$ cat config.mk
export PLATFORM = sky130hd
export DESIGN_NAME = pim_ctrl
export DESIGN_NICKNAME = d
export VERILOG_FILES = /design/src/rtl/pim_pkg.sv /design/src/rtl/pim_res_fifo.sv /design/src/rtl/pim_ctrl.sv
export SDC_FILE = /design/constraint.sdc
export NUM_CORES = 1
export LEC_CHECK = 0
export ABC_CLOCK_PERIOD_IN_PS = 7050
export BUFFER_PORTS_ARGS = -buffer_cell sky130_fd_sc_hd__buf_2
export CORE_ASPECT_RATIO = 0.8
export CORE_MARGIN = 2
export CORE_UTILIZATION = 55
export CTS_CLUSTER_DIAMETER = 100
export CTS_CLUSTER_SIZE = 16
export DETAILED_ROUTE_END_ITERATION = 10
export GPL_ROUTABILITY_DRIVEN = 0
export PLACE_DENSITY = 0.8
export SKIP_CTS_REPAIR_TIMING = 1
export SYNTH_ARGS = -nofsm -noshare
export SYNTH_HDL_FRONTEND = slang
export SYNTH_SLANG_ARGS = --single-unit
$ cat constraint.sdc
create_clock -name i_clk -period 7.05 [get_ports i_clk]
set_clock_uncertainty 0.2 [all_clocks]
set_input_delay 0.3525 -clock i_clk [delete_from_list [all_inputs] [get_ports i_clk]]
set_output_delay 0.3525 -clock i_clk [all_outputs]
set_load 0.02 [all_outputs]
$ cat src/rtl/pim_pkg.sv
// pim_pkg: shared constants and types for the PIM macro controller.
//   - register offsets, relative to the controller base address
//   - CTRL write-bit and status read-bit positions
//   - controller FSM state encoding
//   - default unlock key for VREF/MODE writes
package pim_pkg;

    localparam logic [31:0] OFF_CTRL         = 32'h010;
    localparam logic [31:0] OFF_R            = 32'h020;
    localparam logic [31:0] OFF_W_WEIGHT     = 32'h040;
    localparam logic [31:0] OFF_W_ACTIVATION = 32'h080;
    localparam logic [31:0] OFF_W_KEY        = 32'h100;
    localparam logic [31:0] OFF_W_VREF       = 32'h200;
    localparam logic [31:0] OFF_W_MODE       = 32'h400;

    // CTRL write bits
    localparam int CTRL_START    = 0;
    localparam int CTRL_CLR      = 1;
    localparam int CTRL_WPTR_RST = 2;

    // CTRL read (status) bits; FIFO count sits in [15:8]
    localparam int ST_BUSY = 0;
    localparam int ST_DONE = 1;
    localparam int ST_ERR  = 2;
    localparam int ST_TO   = 3;
    localparam int ST_OVF  = 4;

    localparam logic [31:0] PIM_UNLOCK_KEY = 32'h0000_C0DE;

    typedef enum logic [1:0] {
        IDLE    = 2'd0,
        ARM     = 2'd1,
        WAIT    = 2'd2,
        CAPTURE = 2'd3
    } state_t;

endpackage

$ cat src/rtl/pim_res_fifo.sv
// pim_res_fifo: synchronous result FIFO with combinational head.
//   i_clk, i_rst_n : clock, async active-low reset (empties the FIFO)
//   push, wdata    : enqueue request and data
//   pop            : dequeue request (ignored when empty)
//   rdata          : current head, valid while !empty
//   full, empty    : status
//   count          : number of stored entries
// A push while full only lands if a pop happens in the same cycle.
module pim_res_fifo #(
    parameter int DEPTH = 4,
    parameter int WIDTH = 32,
    localparam int AW   = $clog2(DEPTH),
    localparam int CW   = $clog2(DEPTH) + 1
) (
    input  logic             i_clk,
    input  logic             i_rst_n,
    input  logic             push,
    input  logic [WIDTH-1:0] wdata,
    input  logic             pop,
    output logic [WIDTH-1:0] rdata,
    output logic             full,
    output logic             empty,
    output logic [CW-1:0]    count
);

    logic [WIDTH-1:0] mem [DEPTH];
    logic [AW-1:0]    wptr, rptr;
    logic             do_push, do_pop;

    assign full    = (count == CW'(DEPTH));
    assign empty   = (count == '0);
    assign do_pop  = pop & ~empty;
    assign do_push = push & (~full | pop);
    assign rdata   = mem[rptr];

    always_ff @(posedge i_clk) begin
        if (do_push) mem[wptr] <= wdata;
    end

    always_ff @(posedge i_clk or negedge i_rst_n) begin
        if (!i_rst_n) begin
            wptr  <= '0;
            rptr  <= '0;
            count <= '0;
        end else begin
            if (do_push) wptr <= wptr + AW'(1);
            if (do_pop)  rptr <= rptr + AW'(1);
            count <= count + CW'(do_push) - CW'(do_pop);
        end
    end

endmodule

$ cat src/rtl/pim_ctrl.sv
// pim_ctrl: memory-mapped controller for the analog PIM macro.
//   Bus side  : i_pim_addr/i_pim_wr_data with one-cycle i_pim_write/i_pim_read
//               strobes; o_pim_rd_data is registered (valid cycle after read).
//   Macro side: weight row writes (o_macro_we/row/wdata), held activation,
//               vref and mode, o_macro_start pulse, i_macro_done/result.
//   o_busy    : compute in progress (ARM/WAIT/CAPTURE).
// Results are captured into a small FIFO drained through the R register.
module pim_ctrl
    import pim_pkg::*;
#(
    parameter int             XLEN       = 32,
    parameter logic [XLEN-1:0] BASE      = 32'h4000_0000,
    parameter int             ROWS       = 16,
    parameter int             RES_DEPTH  = 4,
    parameter int             TIMEOUT    = 1024,
    parameter logic [XLEN-1:0] UNLOCK_KEY = PIM_UNLOCK_KEY,
    localparam int            RAW        = $clog2(ROWS)
) (
    input  logic            i_clk,
    input  logic            i_rst_n,
    input  logic [XLEN-1:0] i_pim_addr,
    input  logic [XLEN-1:0] i_pim_wr_data,
    input  logic            i_pim_write,
    input  logic            i_pim_read,
    output logic [XLEN-1:0] o_pim_rd_data,
    output logic            o_macro_we,
    output logic [RAW-1:0]  o_macro_row,
    output logic [XLEN-1:0] o_macro_wdata,
    output logic [XLEN-1:0] o_macro_act,
    output logic [XLEN-1:0] o_macro_vref,
    output logic [3:0]      o_macro_mode,
    output logic            o_macro_start,
    input  logic            i_macro_done,
    input  logic [XLEN-1:0] i_macro_result,
    output logic            o_busy
);

    localparam int CW = $clog2(RES_DEPTH) + 1;
    localparam int TW = $clog2(TIMEOUT + 1);

    // Address decode on the offset from BASE
    logic [XLEN-1:0] off;
    logic wr_ctrl, wr_wgt, wr_act, wr_key, wr_vref, wr_mode, rd_ctrl, rd_res;

    assign off     = i_pim_addr - BASE;
    assign wr_ctrl = i_pim_write && (off == XLEN'(OFF_CTRL));
    assign wr_wgt  = i_pim_write && (off == XLEN'(OFF_W_WEIGHT));
    assign wr_act  = i_pim_write && (off == XLEN'(OFF_W_ACTIVATION));
    assign wr_key  = i_pim_write && (off == XLEN'(OFF_W_KEY));
    assign wr_vref = i_pim_write && (off == XLEN'(OFF_W_VREF));
    assign wr_mode = i_pim_write && (off == XLEN'(OFF_W_MODE));
    assign rd_ctrl = i_pim_read  && (off == XLEN'(OFF_CTRL));
    assign rd_res  = i_pim_read  && (off == XLEN'(OFF_R));

    state_t          state, state_nx;
    logic [TW-1:0]   tcnt;
    logic [XLEN-1:0] res_q, key, f_head, status;
    logic [RAW-1:0]  wptr;
    logic            err, to, ovf, done;
    logic            push, pop, f_full, f_empty, timed_out, clr, unlocked;
    logic [CW-1:0]   f_count;

    assign timed_out = (state == WAIT) && !i_macro_done && (tcnt == TW'(TIMEOUT - 1));
    assign pop       = rd_res & ~f_empty;
    assign clr       = wr_ctrl & i_pim_wr_data[CTRL_CLR];
    assign unlocked  = (key == UNLOCK_KEY);

    // FSM: state register
    always_ff @(posedge i_clk or negedge i_rst_n) begin
        if (!i_rst_n) state <= IDLE;
        else          state <= state_nx;
    end

    // FSM: next state
    always_comb begin
        state_nx = state;
        case (state)
            IDLE:    if (wr_ctrl && i_pim_wr_data[CTRL_START]) state_nx = ARM;
            ARM:     state_nx = WAIT;
            WAIT:    if (i_macro_done) state_nx = CAPTURE;
                     else if (timed_out) state_nx = IDLE;
            CAPTURE: state_nx = IDLE;
            default: state_nx = IDLE;
        endcase
    end

    // FSM: outputs
    always_comb begin
        o_macro_start = (state == ARM);
        o_busy        = (state != IDLE);
        push          = (state == CAPTURE);
    end

    // Timeout counter and result latch
    always_ff @(posedge i_clk or negedge i_rst_n) begin
        if (!i_rst_n) begin
            tcnt  <= '0;
            res_q <= '0;
        end else begin
            if (state == ARM)       tcnt <= '0;
            else if (state == WAIT) tcnt <= tcnt + TW'(1);
            if (state == WAIT && i_macro_done) res_q <= i_macro_result;
        end
    end

    // Macro-facing registers; weight/activation writes are dropped while busy
    always_ff @(posedge i_clk or negedge i_rst_n) begin
        if (!i_rst_n) begin
            o_macro_we    <= 1'b0;
            o_macro_row   <= '0;
            o_macro_wdata <= '0;
            o_macro_act   <= '0;
            o_macro_vref  <= '0;
            o_macro_mode  <= '0;
            wptr          <= '0;
            key           <= '0;
        end else begin
            o_macro_we <= 1'b0;
            if (wr_wgt && !o_busy) begin
                o_macro_we    <= 1'b1;
                o_macro_row   <= wptr;
                o_macro_wdata <= i_pim_wr_data;
                wptr          <= wptr + RAW'(1);
            end else if (wr_ctrl && i_pim_wr_data[CTRL_WPTR_RST]) begin
                wptr <= '0;
            end
            if (wr_act && !o_busy)   o_macro_act  <= i_pim_wr_data;
            if (wr_key)              key          <= i_pim_wr_data;
            if (wr_vref && unlocked) o_macro_vref <= i_pim_wr_data;
            if (wr_mode && unlocked) o_macro_mode <= i_pim_wr_data[3:0];
        end
    end

    // Sticky flags; a set in the same cycle as a clear wins
    always_ff @(posedge i_clk or negedge i_rst_n) begin
        if (!i_rst_n) begin
            err  <= 1'b0;
            to   <= 1'b0;
            ovf  <= 1'b0;
            done <= 1'b0;
        end else begin
            err  <= (err & ~clr) | ((wr_wgt | wr_act) & o_busy);
            to   <= (to  & ~clr) | timed_out;
            ovf  <= (ovf & ~clr) | (push & f_full & ~pop);
            done <= (done & ~rd_ctrl) | push;
        end
    end

    always_comb begin
        status          = '0;
        status[ST_BUSY] = o_busy;
        status[ST_DONE] = done;
        status[ST_ERR]  = err;
        status[ST_TO]   = to;
        status[ST_OVF]  = ovf;
        status[15:8]    = 8'(f_count);
    end

    always_ff @(posedge i_clk or negedge i_rst_n) begin
        if (!i_rst_n) begin
            o_pim_rd_data <= '0;
        end else begin
            o_pim_rd_data <= '0;
            if (rd_ctrl)              o_pim_rd_data <= status;
            else if (rd_res && !f_empty) o_pim_rd_data <= f_head;
        end
    end

    pim_res_fifo #(.DEPTH(RES_DEPTH), .WIDTH(XLEN)) u_fifo (
        .i_clk   (i_clk),
        .i_rst_n (i_rst_n),
        .push    (push),
        .wdata   (res_q),
        .pop     (pop),
        .rdata   (f_head),
        .full    (f_full),
        .empty   (f_empty),
        .count   (f_count)
    );

endmodule

Word-level counts from Yosys, hierarchy flattened

Memories as Yosys holds them, arrays and structs flattened.
Cells that the tools add are included.

Register bits: 229
Memory bits (read-only): 0
Latch bits: 0
Memories: 1
Logic and storage cells: 104
Memory bits (writable): 128
Input bits: 101
Output and inout bits: 139

Memories:

| memory     | words | width | read ports | clocked after memory_dff | write ports | line               | text |
|---|---|---|---|---|---|---|---|
| u_fifo.mem | 4     | 32    | 1          | 0                        | 1           | pim_res_fifo.sv:26 | `logic [WIDTH-1:0] mem [DEPTH];` |

$lt $le $gt $ge: 0
Equality and inequality tests: 15
Bitwise operators: 22
Multiply operators: 0
Multiplexer cells: 13
Divide/modulo/power cells: 0
Reductions and logical operators: 27
$add $sub $neg: 7
Shifts and indexed selects: 0

Operators by type and width:

| kind                                                                    | count |
|---|---|
| 32-bit 2-to-1 mux                                                       | 2 |
| 32-bit by 10-bit equality test with 1-bit output, second input constant | 1 |
| 32-bit by 11-bit equality test with 1-bit output, second input constant | 1 |
| 32-bit by 16-bit equality test with 1-bit output, second input constant | 1 |
| 32-bit by 5-bit equality test with 1-bit output, second input constant  | 1 |
| 32-bit by 6-bit equality test with 1-bit output, second input constant  | 1 |
| 32-bit by 7-bit equality test with 1-bit output, second input constant  | 1 |
| 32-bit by 8-bit equality test with 1-bit output, second input constant  | 1 |
| 32-bit by 9-bit equality test with 1-bit output, second input constant  | 1 |
| 32-bit by 31-bit subtractor with 32-bit output, second input constant   | 1 |
| 11-bit 2-to-1 mux                                                       | 2 |
| 1-bit logical AND                                                       | 18 |
| 11-bit by 1-bit adder with 11-bit output, second input constant         | 1 |
| 1-bit AND                                                               | 11 |
| 11-bit by 10-bit equality test with 1-bit output, second input constant | 1 |
| 4-bit 2-to-1 mux                                                        | 2 |
| 2-bit case mux with 4 select lines                                      | 1 |
| 2-bit 2-to-1 mux                                                        | 3 |
| 1-bit OR                                                                | 6 |
| 2-bit nonzero test                                                      | 3 |
| 1-bit inverter                                                          | 5 |
| 2-bit by 1-bit adder with 2-bit output, second input constant           | 2 |
| 4-bit by 1-bit adder with 4-bit output, second input constant           | 1 |
| 2-bit equality test, second input constant                              | 2 |
| other kinds (11)                                                        | 15 |

Longest topological paths before layout

Gate-level depths: netlist (run 1).

Word-level depth: 8
Mapped depth: 12
Mapped depth without buffers: 11

Modules after synthesis

Synthesis (run 1) repeated with hierarchy kept, for this count alone.

Cell total of the unflattened synthesis: 874
Area total of the unflattened synthesis: 13855.8 um2

By module, submodules not included:

| module       | seq. area each (um2) | cells an instance | instances | area an instance (um2) |
|---|---|---|---|---|
| pim_ctrl     | 5555.3               | 670               | 1         | 8824.7 |
| pim_res_fifo | 4018.9               | 204               | 1         | 5031.1 |

Worst setup path before layout (run 1)

Ideal clock, no wire load.

Path kind: input to register
Start point: input i_pim_addr[11]
End point: register u_fifo.count[2]
Arrival time: 2998 ps
Setup time: 123 ps
Stages on the path: 12
Data required time: 6727 ps
Setup slack: 3729 ps
Path buffers: 1
Cell sequence: nor4_1 > nand4_1 > or4_1 > clkbuf_1 > clkinv_1 > ha_1 > inv_1 > ha_1 > inv_1 > fa_1 > xnor2_1 > xnor2_1

Elaborated cells between the ends (all ways): 9
Classes of those cells: add/sub: 3; eq/ne: 1; bitwise: 4; reduce/logical: 1

RTL lines:

| item                                            | line               | text |
|---|---|---|
| start, declared                                 | pim_ctrl.sv:21     | `input logic [XLEN-1:0] i_pim_addr,` |
| 32-bit by 31-bit subtractor with 32-bit output  | pim_ctrl.sv:45     | `assign off = i_pim_addr - BASE;` |
| 32-bit by 6-bit equality test with 1-bit output | pim_ctrl.sv:53     | `assign rd_res = i_pim_read && (off == XLEN'(OFF_R));` |
| 1-bit logical AND                               | pim_ctrl.sv:53     |  |
| 1-bit AND                                       | pim_ctrl.sv:64     | `assign pop = rd_res & ~f_empty;` |
| 1-bit AND                                       | pim_res_fifo.sv:32 | `assign do_pop = pop & ~empty;` |
| named net u_fifo.do_pop                         | pim_res_fifo.sv:28 | `logic do_push, do_pop;` |
| 3-bit by 1-bit subtractor with 3-bit output     | pim_res_fifo.sv:48 | `count <= count + CW'(do_push) - CW'(do_pop);` |
| end signal, assigned                            | pim_res_fifo.sv:48 |  |
| end, declared                                   | pim_res_fifo.sv:23 | `output logic [CW-1:0] count` |

The timed path passes the listed nets, and every way through them passes these cells.
A chain may end at the register's enable or synchronous reset.

Final worst setup path (run 1)

Start point: input i_pim_addr[25]
End point: register u_fifo.count[2]

The elaborated chain is that of the path after synthesis.

==> flow_metrics.py, run 1 <==
metrics = {
    "synth": {
        "synth_area_leader_cell": "dfrtp_1",
        "synth_edf_count": 128,
        "netlist-cell-type-count": 50,
        "synth-main-ff-cell": "dfrtp_1",
        "synth_seq_cells": 357,
        "synth_top_cell_area_share_pct": 41.28,
        "synth_fp_nets": 915,
        "syn_inst": 800,
        "syn_area_um2": 13880,
        "async_flop_share_pct": 64.15,
        "avgSynthCellArea_um2": 17.35,
        "synthTopCellsByArea": "dfrtp_1 (41%), edfxtp_1 (28%), mux2_2 (13%)",
        "synth-seq-area-share_pct": 68.97,
        "ys.warnings.count": 0,
    },
    "final_layout": {
        "final_cells": 1443,
        "area_delta_synth_final_pct": 20.79,
        "layout-drive-gt1-share_pct": 44.03,
        "nets": 1223,
        "final_cell_area_um2": 16770,
        "final_core_utilization_pct": 68.25,
    },
    "grt": {
        "grt_pass1_vias": 8105,
        "grt_max_degree": 122,
        "grt_pass1_wl_mm": 44.86,
        "antenna_found_initial": 3,
        "grt_use_total_pct": 21.56,
        "gr-total-overflow": 0,
    },
    "routing": {
        "drc": 0,
        "via_per_inst": 5.472,
        "wl_per_cell_um": 20.03,
        "ant_nets": 0,
        "dr.pass1.iters": 5,
        "num_vias": 7896,
        "routed_wl_mm": 28.90,
        "drt_first_iter_violations": 474,
    },
    "critical_path": {
        "critPathKind": "in2reg",
        "crit_slowest_cell": "or4_1",
        "path_max_fanout": 27,
        "arrival_ns": 3.99,
        "cp_cell_sequence": "buf_2 > nor4_1 > nand4_1 > or4_1 > buf_4 > clkinv_1 > ha_1 > inv_1 > ha_1 > inv_1 > fa_1 > xnor2_1 > xnor2_1",
        "max_stage_delay_ns": 0.69,
        "required_ns": 7.28,
        "startpoint_type": "input pin",
        "endpoint_kind": "register",
    },
    "place": {
        "post_dp_cell_area_um2": 15370,
        "dpl_worst_slack_ns": 2.702,
        "dpl.hpwl_mm": 18.60,
        "dp_cells": 1334,
        "port_buffers": 239,
    },
    "timing": {
        "timing.hold.ws_ns": -0.01941,
        "fin_ws_ns": 3.288,
        "hold_viol": 2,
        "final-setup-viol-count": 0,
        "fin_crit_sh_pct": 53.36,
        "min_period_ns": 3.762,
        "worstMarginPinSlew_ns": 0.9847,
        "max_freq_mhz": 265.8,
        "fin_tns_setup_ns": 0,
        "rsz0062_at_grt": "false",
        "slew-limit-headroom_pct": 34.36,
        "drv_slew": 0,
    },
    "pwr": {
        "p_leak_uw": 0.007740,
        "ir_worst_vdd_v": 0.0002561,
        "power.density_nw_per_um2": 276.5,
    },
    "floorplanning": {
        "core_area_um2": 24570,
        "rows": 51,
        "io_pins": 240,
        "start_util_pct": 56.50,
        "die_x_um": 181.6,
        "dieArea_um2": 26530,
        "fp.dieH_um": 146.1,
    },
    "clock_tree": {
        "clkTransAtPathRegs_ns": 0.07,
        "clock_sinks": 357,
        "cts_tree": "built",
        "root_buffer": "clkbuf_16",
        "cts_buffers": 26,
        "insertion_delay_ns": 0.54,
        "ctsLongestPathBuffers": 3,
        "htreeDepth": 1,
    },
    "job": {
        "drv_cap": 0,
    },
    "worst_hold_path": {
        "hold_class": "in2reg",
    },
    "run_status": {
        "violations": "negative hold slack",
        "outcome": "complete, but fails checks",
    },
}
==> worst paths after layout <==
check / startpoint / endpoint / slack, ns / cells past startpoint
max: i_pim_addr[25] / u_fifo.count[2] / 3.29 / 13
min: i_macro_done / state[0] / -0.02 / 3
max reg2reg: key[16] / o_macro_vref[21] / 4.02 / 5
min reg2reg: o_macro_wdata[6] / o_macro_wdata[6] / 0.29 / 1
max in group asynchronous: i_rst_n / res_q[7] / 4.96 / 3
min in group asynchronous: i_rst_n / o_pim_rd_data[12] / 0.21 / 2
==> metrics by stage <==
step	hold WS [ns]	power, µW
after floorplan	-0.1431	3045
after global placement	0.2655	3227
after detailed placement	0.2804	3276
after CTS	-0.2581	4650
after global routing	0.006341	4863
final	-0.01941	4636
==> metal layers <==
layer / vias up / GRT usage (%) / routed length, µm
li1: 3616 / - / -
met1: 4019 / 29.53 / 12300
met2: 208 / 35.67 / 14280
met3: 53 / 4.265 / 1482
met4: 0 / 6.098 / 840
met5: - / 0 / 0
==> flip-flops by register name, indices dropped and copies added, names as in the netlist, 2 cells and up <==
name           flops
tcnt              11
key               32
o_macro_row        4
o_pim_rd_data     32
u_fifo.count       3
u_fifo.rptr        2
state              2
o_macro_act       32
u_fifo.wptr        2
u_fifo.mem       128
o_macro_vref      32
o_macro_mode       4
o_macro_wdata     32
res_q             32
wptr               4
==> power breakdown <==
part           internal, µW  switching [µW]
Combinational           268             298
Clock                   708             671
Sequential             2510             181
==> area by class of cell <==
| type | instances | area [µm²] |
|---|---|---|
| multi-input cells | 394 | 4066 |
| well taps | 318 | 397.9 |
| repair buffers | 311 | 1907 |
| diodes | 3 | 7.507 |
| clock buffers | 41 | 728.2 |
| clock inverters | 1 | 16.27 |
| fillers | 1633 | 7801 |
| flip-flops and latches | 357 | 9575 |
| inverters | 18 | 67.56 |
==> cell families after synthesis <==
group	Yosys count	synth area share (%)
flops	357	68.97
simple gates	125	5.823
mux	205	19.41
xor+xnor	10	0.6310
buf+inv	49	1.848
compound gates	40	2.001
fa+ha+maj	14	1.316
==> worst max-delay path, delay by kind of cell <==
kind	cells	cell delay (ns)
and+or+nand+nor	3	1.91
adders and majority gates	3	0.76
buffers and inverters	5	0.67
xor gates and xnor gates	2	0.28
==> placed cells by master (no fill, tap or decap), drive strengths merged, types with 2 or more instances in the layout <==
cell type and instances:
dfrtp 229, and3 3, clkbuf 41, mux2 172, xor2 3, o31ai 2
nor4b 2, nor2b 29, nor2 16, nand3 6, o22ai 6, nor3 5
xnor2 7, dlygate4sd3 64, a21o 2, nor3b 5, nand2 12, and2 7
a21oi 11, edfxtp 128, or4 3, clkinv 2, nand4 13, o21ai 2
nand4b 6, ha 13, diode 3, a22o 13, mux4 32, nor4 14
buf 247, inv 17
==> synthesized netlist by cell type, types with 6 or more instances <==
master and count:
a21oi_1 11, clkbuf_1 13, mux2_2 162, dfrtp_1 229
buf_6 9, ha_1 13, xnor2_1 7, nand4b_1 6
inv_1 17, mux2_4 7, nand4_1 12, edfxtp_1 128
nor2_1 15, a22o_1 13, and2_1 7, nor4_1 11
o22ai_1 6, nand2_1 12, nor2b_1 29, mux4_2 32
nand3_1 6
(Power assumes the default switching activity.)
==> run 2: changes to the inputs <==
Settings changed: ABC_CLOCK_PERIOD_IN_PS 7050 to 3300, CORE_UTILIZATION 55 to 50, PLACE_DENSITY 0.8 to 0.77.
Clock period 7.05 ns to 3.3 ns, I/O delays scaled along.
==> flow_metrics.py, run 2 (synthesis results as in run 1) <==
metrics = {
    "run_status": {
        "outcome": "complete, but fails checks",
        "violations": "negative hold slack",
    },
    "grt": {
        "grt_pass1_vias": 7965,
        "grt_max_degree": 98,
        "grt_pass1_wl_mm": 44.06,
        "gr-total-overflow": 0,
        "grt_use_total_pct": 19.35,
        "antenna_found_initial": 1,
    },
    "worst_hold_path": {
        "holdPathEnd": "done",
        "min_from": "i_pim_addr[18]",
        "hold_class": "in2reg",
        "min_path_cells": 6,
    },
    "critical_path": {
        "crit_slowest_cell": "nor3b_1",
        "rr_startpoint": "tcnt[0]",
        "crit_top_cell": "dlygate4sd3_1",
        "path_buf_inv": 4,
        "path_max_fanout": 5,
        "required_ns": 3.53,
        "crit_start": "i_pim_addr[1]",
        "cp_cell_sequence": "dlygate4sd3_1 > buf_2 > or4_4 > nor3b_1 > nand4_1 > dlygate4sd3_1 > o2bb2ai_1 > dlygate4sd3_1",
        "startpoint_type": "input pin",
        "critPathKind": "in2reg",
        "rr_endpoint": "state[1]",
        "arrival_ns": 3.40,
        "max_stage_delay_ns": 0.60,
        "endpoint_kind": "register",
        "rr_worst_depth": 8,
        "r2r_setup_slack_ns": 0.18,
        "critPathTopFamily": "buffers and inverters",
    },
    "clock_tree": {
        "cts_tree": "built",
        "cts_buffers": 26,
        "clock_sinks": 357,
        "root_buffer": "clkbuf_16",
        "htreeDepth": 1,
        "ctsLongestPathBuffers": 3,
        "clkTransAtPathRegs_ns": 0.07,
        "insertion_delay_ns": 0.54,
    },
    "final_layout": {
        "nets": 1258,
        "area_delta_synth_final_pct": 23.99,
        "layout-drive-gt1-share_pct": 44.20,
        "top_register": "u_fifo.mem",
        "fillCellCount": 1971,
        "final_cells": 1521,
        "final_core_utilization_pct": 63.05,
        "largest_reg_flops": 128,
        "regArea_um2": 9575,
        "layout_common_cells": "buf_2 (238), dfrtp_1 (228), mux2_2 (162)",
        "layout_commonest_cell": "buf_2",
        "multi_input_area_um2": 4066,
    },
    "timing": {
        "slew-limit-headroom_pct": 38.70,
        "fin_tns_setup_ns": 0,
        "min_period_ns": 3.171,
        "hold_viol": 1,
        "max_freq_mhz": 315.3,
        "worstMarginPinSlew_ns": 0.9163,
        "final-setup-viol-count": 0,
        "timing.hold.ws_ns": -0.02703,
        "fin_crit_sh_pct": 96.09,
        "drv_slew": 0,
    },
    "routing": {
        "via_per_inst": 5.332,
        "ant_nets": 0,
        "drc": 0,
        "dr.pass1.iters": 4,
        "routed_wl_mm": 29.30,
        "wl_per_cell_um": 19.26,
        "drt_first_iter_violations": 467,
        "num_vias": 8110,
    },
    "pwr": {
        "p_leak_uw": 0.007925,
        "finalPower_uw": 9976,
        "ir_worst_vdd_v": 0.0004987,
        "power.density_nw_per_um2": 579.6,
    },
    "place": {
        "dp_cells": 1397,
        "dpl.hpwl_mm": 19.49,
        "port_buffers": 239,
    },
    "floorplanning": {
        "start_util_pct": 50.85,
        "fp.dieH_um": 153.0,
        "core_area_um2": 27300,
        "io_pins": 240,
        "dieArea_um2": 29120,
        "rows": 54,
        "die_x_um": 190.3,
    },
    "job": {
        "drv_cap": 0,
    },
}
[run 2: cell types whose count changed in the layout (fill, tap and decap cells not counted)]
cell           delta
buf_4            +10
dlygate4sd3_1    +18
diode_2           -2
buf_12            +7
clkbuf_1          -1
[run 2: power breakdown]
part	internal [µW]	switching [µW]	leakage [µW]
clock	1510	1430	0.000355
combinational	636	657	0.00331
sequential	5360	395	0.00426
total	7500	2480	0.00793
[run 2: area by class of cell]
cell class              instances  share of cell area, %
flip-flops and latches        357                  55.64
multi-input cells             394                  23.63
repair buffers                346                  13.38
clock buffers                  40                  4.209
well taps                     364                  2.646
inverters                      18                 0.3926
clock inverters                 1                0.09451
diodes                          1                0.01454
[run 2: worst max-delay path by stage]
stage | end | slack [ns] | cells after the start
floorplan | u_fifo.count[2] | 0.17 | 12
global placement | u_fifo.count[2] | 0.34 | 12
detailed placement | u_fifo.count[2] | 0.26 | 12
CTS | o_macro_vref[28] | 0.49 | 6
global route | state[1] | -0.03 | 8
finish | state[1] | 0.13 | 8
[run 2: stage by stage]
| step | hold slack (ns) | cell area (µm²) | worst slack (ns) |
|---|---|---|---|
| 2_1_floorplan | -0.3306 | 13880 | 0.1663 |
| 3_3_place_gp | 0.04252 | 15650 | 0.3416 |
| 3_5_place_dp | 0.05275 | 15650 | 0.2635 |
| 4_1_cts | -0.5249 | 16390 | 0.4935 |
| 5_1_grt | 0.01534 | 17210 | -0.03113 |
| 6_report | -0.02703 | 17210 | 0.1289 |
[run 2: worst register-to-register path: stages, from the launching register on]
cell,delay (ns)
dfrtp_1,0.42
ha_1,0.21
and3_1,0.23
nand4_1,0.22
o31ai_1,0.35
nand4_1,0.13
dlygate4sd3_1,0.60
o2bb2ai_1,0.12
dlygate4sd3_1,0.55
[run 2: metal layers]
metal / track usage (%) / vias to the layer above / wire length [µm]
li1: - / 3671 / -
met5: 0 / - / 0
met2: 32.19 / 224 / 14410
met1: 26.65 / 4138 / 12520
met3: 2.824 / 77 / 1330
met4: 5.869 / 0 / 1045
==> run 3: changes to the inputs <==
Settings changed: CORE_ASPECT_RATIO 0.8 to not set.
==> flow_metrics.py, run 3 (synthesis results as in run 1) <==
metrics = {
    "timing": {
        "worstMarginPinSlew_ns": 0.8939,
        "fin_tns_setup_ns": 0,
        "hold_viol": 8,
        "max_freq_mhz": 314.2,
        "drv_slew": 0,
        "min_period_ns": 3.183,
        "final-setup-viol-count": 0,
        "fin_crit_sh_pct": 96.45,
        "slew-limit-headroom_pct": 40.20,
        "timing.hold.ws_ns": -0.02478,
        "rsz0062_at_grt": "false",
    },
    "routing": {
        "ant_nets": 0,
        "dr.pass1.iters": 4,
        "wl_per_cell_um": 18.99,
        "drc": 0,
        "routed_wl_mm": 28.89,
        "num_vias": 7983,
        "via_per_inst": 5.249,
        "drt_first_iter_violations": 388,
    },
    "final_layout": {
        "regArea_um2": 9575,
        "fillCellCount": 1951,
        "top_register": "u_fifo.mem",
        "area_delta_synth_final_pct": 23.63,
        "final_core_utilization_pct": 63.32,
        "layout_common_cells": "buf_2 (238), dfrtp_1 (228), mux2_2 (162)",
        "layout_commonest_cell": "buf_2",
        "nets": 1251,
        "largest_reg_flops": 128,
        "multi_input_area_um2": 4066,
        "layout-drive-gt1-share_pct": 43.82,
    },
    "critical_path": {
        "arrival_ns": 3.40,
        "path_max_fanout": 5,
        "startpoint_type": "input pin",
        "critPathKind": "in2reg",
        "endpoint_kind": "register",
        "required_ns": 3.52,
    },
    "clock_tree": {
        "root_buffer": "clkbuf_16",
        "clkTransAtPathRegs_ns": 0.07,
        "cts_buffers": 26,
        "clock_sinks": 357,
        "ctsLongestPathBuffers": 3,
        "insertion_delay_ns": 0.54,
        "htreeDepth": 1,
        "cts_tree": "built",
    },
    "place": {
        "dpl.hpwl_mm": 18.07,
        "port_buffers": 239,
    },
    "run_status": {
        "outcome": "complete, but fails checks",
        "violations": "negative hold slack",
    },
    "floorplanning": {
        "rows": 60,
        "io_pins": 240,
        "die_x_um": 170.6,
        "core_area_um2": 27100,
        "dieArea_um2": 29110,
        "fp.dieH_um": 170.6,
        "start_util_pct": 51.22,
    },
    "pwr": {
        "p_leak_uw": 0.007879,
        "power.density_nw_per_um2": 576.5,
        "ir_worst_vdd_v": 0.0004474,
    },
    "grt": {
        "met3_usage_pct": 3.585,
        "grt_pass1_vias": 7804,
        "gr-total-overflow": 0,
        "antenna_found_initial": 2,
        "met1_usage_pct": 24.33,
        "top_usage_layer": "met2",
        "grt_max_degree": 82,
        "use_met2_pct": 32.58,
        "grt_use_total_pct": 18.77,
        "grt_pass1_wl_mm": 42.68,
    },
    "worst_hold_path": {
        "hold_class": "in2async",
    },
    "job": {
        "drv_cap": 0,
    },
}
==> run 3: cell count changes in the layout (fill, tap and decap cells not counted) <==
| cell | change |
|---|---|
| buf_4 | -9 |
| dlygate4sd3_1 | +2 |
| clkbuf_1 | -1 |
| clkbuf_16 | -1 |
| clkinv_8 | +1 |
| or2_1 | -1 |
| or2_2 | +1 |
==> run 3: per-layer routing <==
layer / part of all wire (%) / wire length (µm)
met5: 0.035 / 10
met4: 2.9 / 828
met3: 5.1 / 1478
met2: 51 / 14750
met1: 41 / 11820
==> run 3: where the power goes <==
| group | internal [µW] | switching (µW) | total (µW) |
|---|---|---|---|
| logic | 622 | 649 | 1270 |
| clock network | 1460 | 1420 | 2880 |
| registers | 5360 | 382 | 5740 |
==> run 3: area by class of cell <==
class                      instances  share of cell area, %
inverter                          18                 0.3937
multi-input combinational        394                  23.70
sequential                       357                  55.80
clock buffer                      38                  4.054
clock inverter                     2                 0.1896
timing repair buffer             339                  13.14
tap                              372                  2.712
antenna                            1                0.01458
==> run 3: path summary, 6_finish.rpt <==
| path | cells past startpoint | slack, ns | from | to |
|---|---|---|---|---|
| min | 2 | -0.02 | i_rst_n | o_macro_vref[24] |
| max in group asynchronous | 3 | 2.08 | i_rst_n | o_pim_rd_data[23] |
| min reg2reg | 1 | 0.28 | done | done |
| max reg2reg | 7 | 0.46 | state[1] | o_macro_wdata[6] |
| max | 8 | 0.12 | i_pim_addr[3] | state[1] |
| min in group i_clk | 6 | -0.01 | i_pim_addr[14] | ovf |
==> run 3: per-stage QoR <==
step,cells,power (µW),setup slack [ns],cell area (µm²)
finish,1521,9893,0.1172,17160
global route,1521,10370,0.06158,17160
CTS,1436,9925,0.4563,16320
detailed placement,1396,7029,0.3432,15590
global placement,1396,6934,0.3517,15590
floorplan,800,6506,0.1663,13880
==> run 3: critical path, stage by stage <==
cell and delay (ns):
dlygate4sd3_1 0.54, buf_2 0.14, or4_4 0.50, dlygate4sd3_1 0.62, nor3b_1 0.54, nand4_1 0.16
dlygate4sd3_1 0.60, o2bb2ai_1 0.12
